## src/rtl/alu_seq_if.sv

```systemverilog
// Request/response bundle for the multi-cycle ALU.
// The requester uses master and the ALU uses slave.
interface alu_seq_if #(
  parameter int WIDTH = 32
);
  logic             in_valid;
  logic             in_ready;
  logic [3:0]       fs;
  logic [WIDTH-1:0] a;
  logic [WIDTH-1:0] b;
  logic             out_valid;
  logic             out_ready;
  logic [WIDTH-1:0] result;
  logic             illegal;
  logic             busy;

  modport master (
    output in_valid, fs, a, b, out_ready,
    input  in_ready, out_valid, result, illegal, busy
  );

  modport slave (
    input  in_valid, fs, a, b, out_ready,
    output in_ready, out_valid, result, illegal, busy
  );
endinterface

```

## src/rtl/alu_seq.sv

```systemverilog
// Multi-cycle ALU with a handshake on both sides and iterative shifts.
// Define ALU_SEQ_MUL_EN to add the fs=1000 shift-add multiply.
module alu_seq #(
  parameter int WIDTH = 32
) (
  input logic      clk,
  input logic      reset,
  alu_seq_if.slave io
);
  localparam int SHW = $clog2(WIDTH);

  typedef enum logic [1:0] {
    IDLE  = 2'd0,
    SHIFT = 2'd1,
`ifdef ALU_SEQ_MUL_EN
    MUL   = 2'd2,
`endif
    DONE  = 2'd3
  } state_t;

  state_t           state_q, state_d;
  logic [WIDTH-1:0] res_q, res_d;
  logic             ill_q, ill_d;
  logic [SHW-1:0]   cnt_q, cnt_d;
  logic [3:0]       op_q, op_d;
`ifdef ALU_SEQ_MUL_EN
  logic [WIDTH-1:0] mcand_q, mcand_d;
  logic [WIDTH-1:0] mplier_q, mplier_d;
`endif

  logic [SHW-1:0] shamt;
  logic           accept;

  assign shamt  = io.b[SHW-1:0];
  assign accept = io.in_valid && (state_q == IDLE);

  always_comb begin
    state_d = state_q;
    res_d   = res_q;
    ill_d   = ill_q;
    cnt_d   = cnt_q;
    op_d    = op_q;
`ifdef ALU_SEQ_MUL_EN
    mcand_d  = mcand_q;
    mplier_d = mplier_q;
`endif
    unique case (state_q)
      IDLE: begin
        if (accept) begin
          op_d    = io.fs;
          ill_d   = 1'b0;
          state_d = DONE;
          unique case (io.fs)
            4'b0000: res_d = io.a + io.b;
            4'b0001: res_d = io.a + ~io.b + WIDTH'(1);
            4'b0010,
            4'b0011,
            4'b0100: begin
              res_d = io.a;
              cnt_d = shamt;
              if (shamt != '0) state_d = SHIFT;
            end
            4'b0101: res_d = io.a & io.b;
            4'b0110: res_d = io.a | io.b;
            4'b0111: res_d = io.a ^ io.b;
`ifdef ALU_SEQ_MUL_EN
            4'b1000: begin
              res_d    = '0;
              mcand_d  = io.a;
              mplier_d = io.b;
              cnt_d    = '0;
              state_d  = MUL;
            end
`endif
            default: begin
              res_d = '0;
              ill_d = 1'b1;
            end
          endcase
        end
      end
      SHIFT: begin
        unique case (op_q)
          4'b0010: res_d = {res_q[WIDTH-1], res_q[WIDTH-1:1]};
          4'b0011: res_d = {1'b0, res_q[WIDTH-1:1]};
          default: res_d = {res_q[WIDTH-2:0], 1'b0};
        endcase
        cnt_d = cnt_q - SHW'(1);
        if (cnt_q == SHW'(1)) state_d = DONE;
      end
`ifdef ALU_SEQ_MUL_EN
      // One multiplier bit per cycle, LSB first; counter runs 0..WIDTH-1.
      MUL: begin
        if (mplier_q[0]) res_d = res_q + mcand_q;
        mcand_d  = {mcand_q[WIDTH-2:0], 1'b0};
        mplier_d = {1'b0, mplier_q[WIDTH-1:1]};
        cnt_d    = cnt_q + SHW'(1);
        if (cnt_q == {SHW{1'b1}}) state_d = DONE;
      end
`endif
      DONE: begin
        if (io.out_ready) state_d = IDLE;
      end
      default: state_d = IDLE;
    endcase
  end

  always_ff @(posedge clk) begin
    if (reset) begin
      state_q <= IDLE;
      res_q   <= '0;
      ill_q   <= 1'b0;
      cnt_q   <= '0;
      op_q    <= '0;
`ifdef ALU_SEQ_MUL_EN
      mcand_q  <= '0;
      mplier_q <= '0;
`endif
    end else begin
      state_q <= state_d;
      res_q   <= res_d;
      ill_q   <= ill_d;
      cnt_q   <= cnt_d;
      op_q    <= op_d;
`ifdef ALU_SEQ_MUL_EN
      mcand_q  <= mcand_d;
      mplier_q <= mplier_d;
`endif
    end
  end

  assign io.in_ready  = (state_q == IDLE);
  assign io.out_valid = (state_q == DONE);
  assign io.busy      = (state_q != IDLE);
  assign io.result    = res_q;
  assign io.illegal   = ill_q;
endmodule

```

## src/flat_wrapper.sv

```systemverilog
// flat-port wrapper written by rule: the top's interface ports become plain ports
module alu_seq_flat 
#(
  parameter int WIDTH = 32
)
  (clk, reset, io_in_valid, io_fs, io_a, io_b, io_out_ready, io_in_ready, io_out_valid, io_result, io_illegal, io_busy);
  alu_seq_if #(.WIDTH(WIDTH)) io_i ();
  input logic clk;
  input logic reset;
  input wire logic [$bits(io_i.in_valid)-1:0] io_in_valid;
  input wire logic [$bits(io_i.fs)-1:0] io_fs;
  input wire logic [$bits(io_i.a)-1:0] io_a;
  input wire logic [$bits(io_i.b)-1:0] io_b;
  input wire logic [$bits(io_i.out_ready)-1:0] io_out_ready;
  output wire logic [$bits(io_i.in_ready)-1:0] io_in_ready;
  output wire logic [$bits(io_i.out_valid)-1:0] io_out_valid;
  output wire logic [$bits(io_i.result)-1:0] io_result;
  output wire logic [$bits(io_i.illegal)-1:0] io_illegal;
  output wire logic [$bits(io_i.busy)-1:0] io_busy;
  assign io_i.in_valid = io_in_valid;
  assign io_i.fs = io_fs;
  assign io_i.a = io_a;
  assign io_i.b = io_b;
  assign io_i.out_ready = io_out_ready;
  assign io_in_ready = io_i.in_ready;
  assign io_out_valid = io_i.out_valid;
  assign io_result = io_i.result;
  assign io_illegal = io_i.illegal;
  assign io_busy = io_i.busy;
  alu_seq #(.WIDTH(WIDTH)) u_core (.clk(clk), .reset(reset), .io(io_i));
endmodule
```

## config.mk

```make
export PLATFORM = sky130hd
export DESIGN_NAME = alu_seq_flat
export DESIGN_NICKNAME = d
export VERILOG_FILES = /design/src/rtl/alu_seq_if.sv /design/src/rtl/alu_seq.sv /design/src/flat_wrapper.sv
export SDC_FILE = /design/constraint.sdc
export NUM_CORES = 1
export LEC_CHECK = 0
export BUFFER_PORTS_ARGS = -buffer_cell sky130_fd_sc_hd__buf_4
export CAP_MARGIN = 15
export CELL_PAD_IN_SITES_DETAIL_PLACEMENT = 1
export CELL_PAD_IN_SITES_GLOBAL_PLACEMENT = 2
export CORE_ASPECT_RATIO = 0.7
export CORE_MARGIN = 2
export CORE_UTILIZATION = 30
export CTS_CLUSTER_DIAMETER = 30
export DETAILED_ROUTE_END_ITERATION = 8
export PLACE_DENSITY = 0.77
export SLEW_MARGIN = 40
export SYNTH_ARGS = -nofsm -noshare
export SYNTH_HDL_FRONTEND = slang
export SYNTH_SLANG_ARGS = --single-unit
```

## constraint.sdc

```tcl
create_clock -name clk -period 3.5 [get_ports clk]
set_input_delay 0.7 -clock clk [delete_from_list [all_inputs] [get_ports clk]]
set_output_delay 0.7 -clock clk [all_outputs]
set_load 0.01 [all_outputs]
```

; After elaboration in Yosys (flattened, before gate mapping)
; Cells that the tools add are included.
[totals]
inputBits = 72
out_inout_bits = 36
ff_bits = 44
elab_cells = 58
[classes]
n_addsub = 4
bitwise_logic = 4
reduce_logical = 13
n_eq_ne = 17
n_mux = 14
[ops]
columns = op, n
row1 = 32-bit one-hot mux with 6 select lines, 1
row2 = 32-bit one-hot mux with 2 select lines, 2
row3 = 32-bit adder, 2
row4 = 32-bit by 1-bit adder with 32-bit output (second input constant), 1
row5 = 32-bit bitwise AND, 1
row6 = 32-bit 2-to-1 mux, 1
row7 = 32-bit NOT, 1
row8 = 32-bit bitwise OR, 1
row9 = 32-bit bitwise XOR, 1
row10 = 4-bit by 2-bit == test with 1-bit output (second input constant), 4
row11 = 4-bit by 3-bit == test with 1-bit output (second input constant), 4
row12 = 2-bit 2-to-1 mux, 5
row13 = 5-bit 2-to-1 mux, 2
row14 = 5-bit one-hot mux with 2 select lines, 1
row15 = 3-bit AND reduction, 3
row16 = 8-bit OR reduction, 1
row17 = 2-bit by 1-bit inequality test with 1-bit output (second input constant), 3
row18 = 2-bit one-hot mux with 3 select lines, 1
row19 = 5-bit by 1-bit == test with 1-bit output (second input constant), 1
row20 = 5-bit nonzero test, 1
row21 = 5-bit by 1-bit subtractor with 5-bit output (second input constant), 1
row22 = 4-bit by 1-bit == test with 1-bit output (second input constant), 1
row23 = 4-bit zero test, 1
row24 = 2-bit inequality test (second input constant), 2
row25 = 8 further kinds, 10

; Depth between registers and ports, before layout
[logic_depth]
word_depth = 6
mapped_depth = 15
depth_no_buf = 15

; Worst setup path before layout
; No wires, ideal clock.
[synth_timing]
path_type = input -> register
start = in io_b[0]
end = reg u_core.res_q[28] (netlist: u_core.io.result[28])
path_slack_ns = 0.211
n_path_buf = 0
arrival_ns = 3.154
t_required_ns = 3.365
cell_stages = 14
setup_time_ns = 0.135
cell_sequence = ha_1 -> inv_1 -> fa_1 -> and2b_1 -> o211ai_2 -> a211oi_2 -> a311oi_1 -> o31ai_2 -> a221oi_2 -> o41a_1 -> o211a_1 -> xnor2_1 -> a21oi_1 -> nor4_2
[synth_via]
elab_chain_cells = 6
elab_cells_between_ends = 7
cone_classes = add/sub: 3 / mux: 3 / bitwise: 1
[synth_lines]
columns = item, line
row1 = "start, declared", flat_wrapper.sv:13  ; input wire logic [$bits(io_i.b)-1:0] io_b;
row2 = 32-bit NOT, alu_seq.sv:55  ; 4'b0001: res_d = io.a + ~io.b + WIDTH'(1);
row3 = 32-bit adder, alu_seq.sv:55
row4 = 32-bit by 1-bit adder with 32-bit output, alu_seq.sv:55
row5 = 32-bit one-hot mux with 6 select lines (*), alu_seq.sv:53  ; unique case (io.fs)
row6 = 32-bit 2-to-1 mux (*), alu_seq.sv:49  ; if (accept) begin
row7 = 32-bit one-hot mux with 2 select lines (*), alu_seq.sv:47  ; unique case (state_q)
row8 = "end signal, assigned", alu_seq.sv:121  ; res_q <= res_d;
row9 = "end, declared", alu_seq.sv:22  ; logic [WIDTH-1:0] res_q, res_d;
; Mark *: on every way between the ends. The rest lies on a longest branch, timed or not. The select of a mux whose other input is x is not followed.
; A chain may end at the register's enable or synchronous reset.

; Worst setup path after layout
[layout_timing]
start = in io_a[0]
end = reg u_core.res_q[28] (netlist: u_core.io.result[28])
[layout_via]
elab_chain_cells = 5
elab_cells_between_ends = 6
cone_classes = add/sub: 3 / mux: 3
[layout_lines]
columns = item, line
row1 = "start, declared", flat_wrapper.sv:12  ; input wire logic [$bits(io_i.a)-1:0] io_a;
row2 = 32-bit adder, alu_seq.sv:55
row3 = 32-bit by 1-bit adder with 32-bit output, alu_seq.sv:55
row4 = 32-bit one-hot mux with 6 select lines (*), alu_seq.sv:53
row5 = 32-bit 2-to-1 mux (*), alu_seq.sv:49
row6 = 32-bit one-hot mux with 2 select lines (*), alu_seq.sv:47
; Marked as above.

==> impl_results.md <==
* RSZ-0062 raised after global routing: true
* F_max at 0.292 GHz
* Footprint of the multi-input gates at 0.00587 mm²
* Hold Buf Count CTS at 0
* First-pass DRT Iterations at 5
* Net switching fraction of the power at 0.448
* Most common cell after layout, fill and taps aside: buf_4
* Worst skew pair latency at 0.30 ns
* Hold path endpoint: u_core.op_q[3]
* Clk_skew at 0.00978 ns
* Antenna Cells at 0
* Status: finished, final reports clean
* Synth cell types at 74
* Register area share after synthesis at 0.121
* Post-synth EDFFs at 0
* Die height at 134 µm
* Drt initial violations at 765
* Via density at 5.65
* Max_cap viols at 0
* PortBufs at between 100 and 150
* WHS at 0.462 ns
* DR vias at 8,791
* Async S/R FF share, synth at 0
* Design Area, Final at 0.00958 mm²
* CP Capture Type: register
* Mapped Area at 0.00725 mm²
* PD cells at between 300 and 400 mW/mm²
* P&R area growth vs syn at 32.0%
* R2r setup slk at 0.93 ns
* Minimum clock period at 3.42 ns
* LEAKAGE at 4.36 nW
* Initial core utilization at 0.306
* Post-DP Area at 0.00919 mm²
* Slew Limit Fails at 0
* Remaining antenna violation count at 0
* Commonest non-fill, non-tap cells in the layout: buf_4 (243), a21oi_1 (111), nand2_1 (109)
* Gr usage total at 0.254
* P_sw at 1.29 mW
* Layout cells sized above 1 at 0.243
* Filler Cells Inserted at 2,984
* IO Pins at around 110
* Worst Path Max Fanout at 3
* Final Worst Setup Slack at 0.0753 ns
* # rows at 47
* Core box area at 0.0237 mm²
* Vias in the first global route at 8,846
* Routed len/inst at 21.2 µm
* Fin util at 0.404
* Hold Startpoint: u_core.op_q[3]
* Startpoint Class: input port
* Peak supply drop at 0.179 mV
* Routed WL at 32.9 mm
* First-pass GRT wire length at 51.0 mm
* Initial antenna violation count at 0
* Int Power at 1.59 mW
* Number of synthesized register bits at 44
* Reg2reg end: u_core.io.result[14]
* Crit path DAT at 3.58 ns
* CTS Sinks at 44
* Mapped Nets at 1,238
* Yosys warning count at 0
* Clock Path Buffers at 2
* Final hold vios at 0
* Die Wd at 190 µm
* Die Footprint at approximately 0.025 mm²
* Root buffer cell: clkbuf_16
* Syn_area_per_cell at 6.86 µm²
* WHS Path Cells at 2
* Final Cycle Share at 0.978
* Comb pwr share at 0.574
* FF-to-FF Start: u_core.op_q[3]
* Clk slew on worst S/H paths at ~0.080 ns
* Clock buffer count from CTS at 5
* Final HPWL DP at ~26 mm
* Final setup vio count at 0
* Total grt overflow at 0
* Pwr Total at 2.88 mW
* RD Place Congestion at 0.910
* Reg2Reg Depth at 9
* Synth Instances at 1,058
* Worst Hold Class: reg2reg
* Sequential Power Share at 0.223
* Slew HR at 0.503
* Top_reg_cell synth: dfxtp_1
* H-tree Lvls at 2
* CP required at 3.66 ns
* Sequential Area at 881 µm²
* Largest net degree at the start of global routing at 46
* Post-layout nets at 1,416
* Worst-Margin Slew at 0.743 ns
* Crit path kind: in2reg
* CTS tree: built
* Worst slack, placed at -0.353 ns
* Drt drc at 0
* Clock Power Share at 0.203
==> cells in the mapped netlist (all sizes together) (15+ instances only) <==
master / instances / share of area
nand3: 21 / 0.014
ha: 106 / 0.18
clkbuf: 57 / 0.030
a21oi: 113 / 0.078
o31ai: 16 / 0.018
nor2: 99 / 0.051
buf: 19 / 0.013
nand2: 109 / 0.056
a221oi: 26 / 0.032
o21ai: 72 / 0.050
xnor2: 20 / 0.024
a211oi: 19 / 0.020
inv: 95 / 0.049
nor3: 33 / 0.023
dfxtp: 44 / 0.12
mux2i: 15 / 0.021
==> power groups by stage <==
stage | Sequential [mW] | Combinational (mW) | Clock (mW)
global route | 0.650 | 1.79 | 0.619
detailed placement | 0.653 | 1.57 | 0
CTS | 0.642 | 1.58 | 0.592
floorplan | 0.643 | 0.875 | 0
finish | 0.643 | 1.65 | 0.585
global placement | 0.653 | 1.55 | 0
==> state kept, by name, summed over array words and instances, names as in the netlist <==
| name | cells |
|---|---|
| u_core.io.illegal | 1 |
| u_core.cnt_q | 5 |
| u_core.state_q | 2 |
| u_core.io.result | 32 |
| u_core.op_q | 4 |
==> layout make-up <==
class,count,share of cell area
clock buffers,5,0.0131
clock inverters,3,0.00483
inverters,95,0.0376
multi-input cells,843,0.613
flip-flops and latches,44,0.0920
well taps,318,0.0416
repair buffers,247,0.198
==> worst max path at each step <==
stage	slack, ns	start	cells past startpoint	to
floorplan	0.21	io_b[0]	14	u_core.io.result[28]
global placement	-0.28	io_a[0]	15	u_core.io.result[26]
detailed placement	-0.35	io_a[0]	15	u_core.io.result[26]
CTS	0.006	io_b[1]	14	u_core.io.result[23]
global route	-0.04	io_b[1]	14	u_core.io.result[27]
finish	0.08	io_a[0]	16	u_core.io.result[28]
==> repair_timing <==
action	in CTS	in global routing
pin swaps	1	18
resized for setup	0	34
gates cloned	0	0
endpoints found under the setup margin	1	12
buffers inserted	0	6
==> metrics by stage <==
stage	instances	setup TNS [ns]
global placement	1541	-2.10
CTS	1549	0
global route	1555	-0.148
finish	1555	0
floorplan	1058	0
detailed placement	1541	-3.23
==> kinds of logic (layout without fill, tap and decap cells) <==
kind of cell,Yosys count,in the layout,share of synthesized area
AO/OA/AOI/OAI,372,372,0.344
buffers and inverters,171,350,0.0923
adder cells (fa/ha/maj),108,108,0.188
multiplexers,15,15,0.0207
AND/OR/NAND/NOR,321,321,0.201
XOR/XNOR,27,27,0.0326
flip-flops,44,44,0.121
==> layer usage <==
layer	share of wire	global-route usage	up-vias
li1	-	-	4163
met1	0.50	0.374	4348
met2	0.44	0.407	249
met3	0.046	0.0230	31
met4	0.013	0.0375	0
met5	0	0	-
==> critical path, cell delays in order <==
cell and delay, ns:
buf_8 0.08, ha_4 0.13, inv_2 0.04, fa_2 0.38, and2b_1 0.24, o211ai_2 0.13, a211oi_2 0.33, a311oi_1 0.13
o31ai_2 0.21, buf_4 0.17, a221oi_2 0.07, o41a_1 0.37, o211a_1 0.25, xnor2_1 0.13, a21oi_1 0.19, nor4_2 0.05
Note: power is estimated with default switching activity, not from simulation.
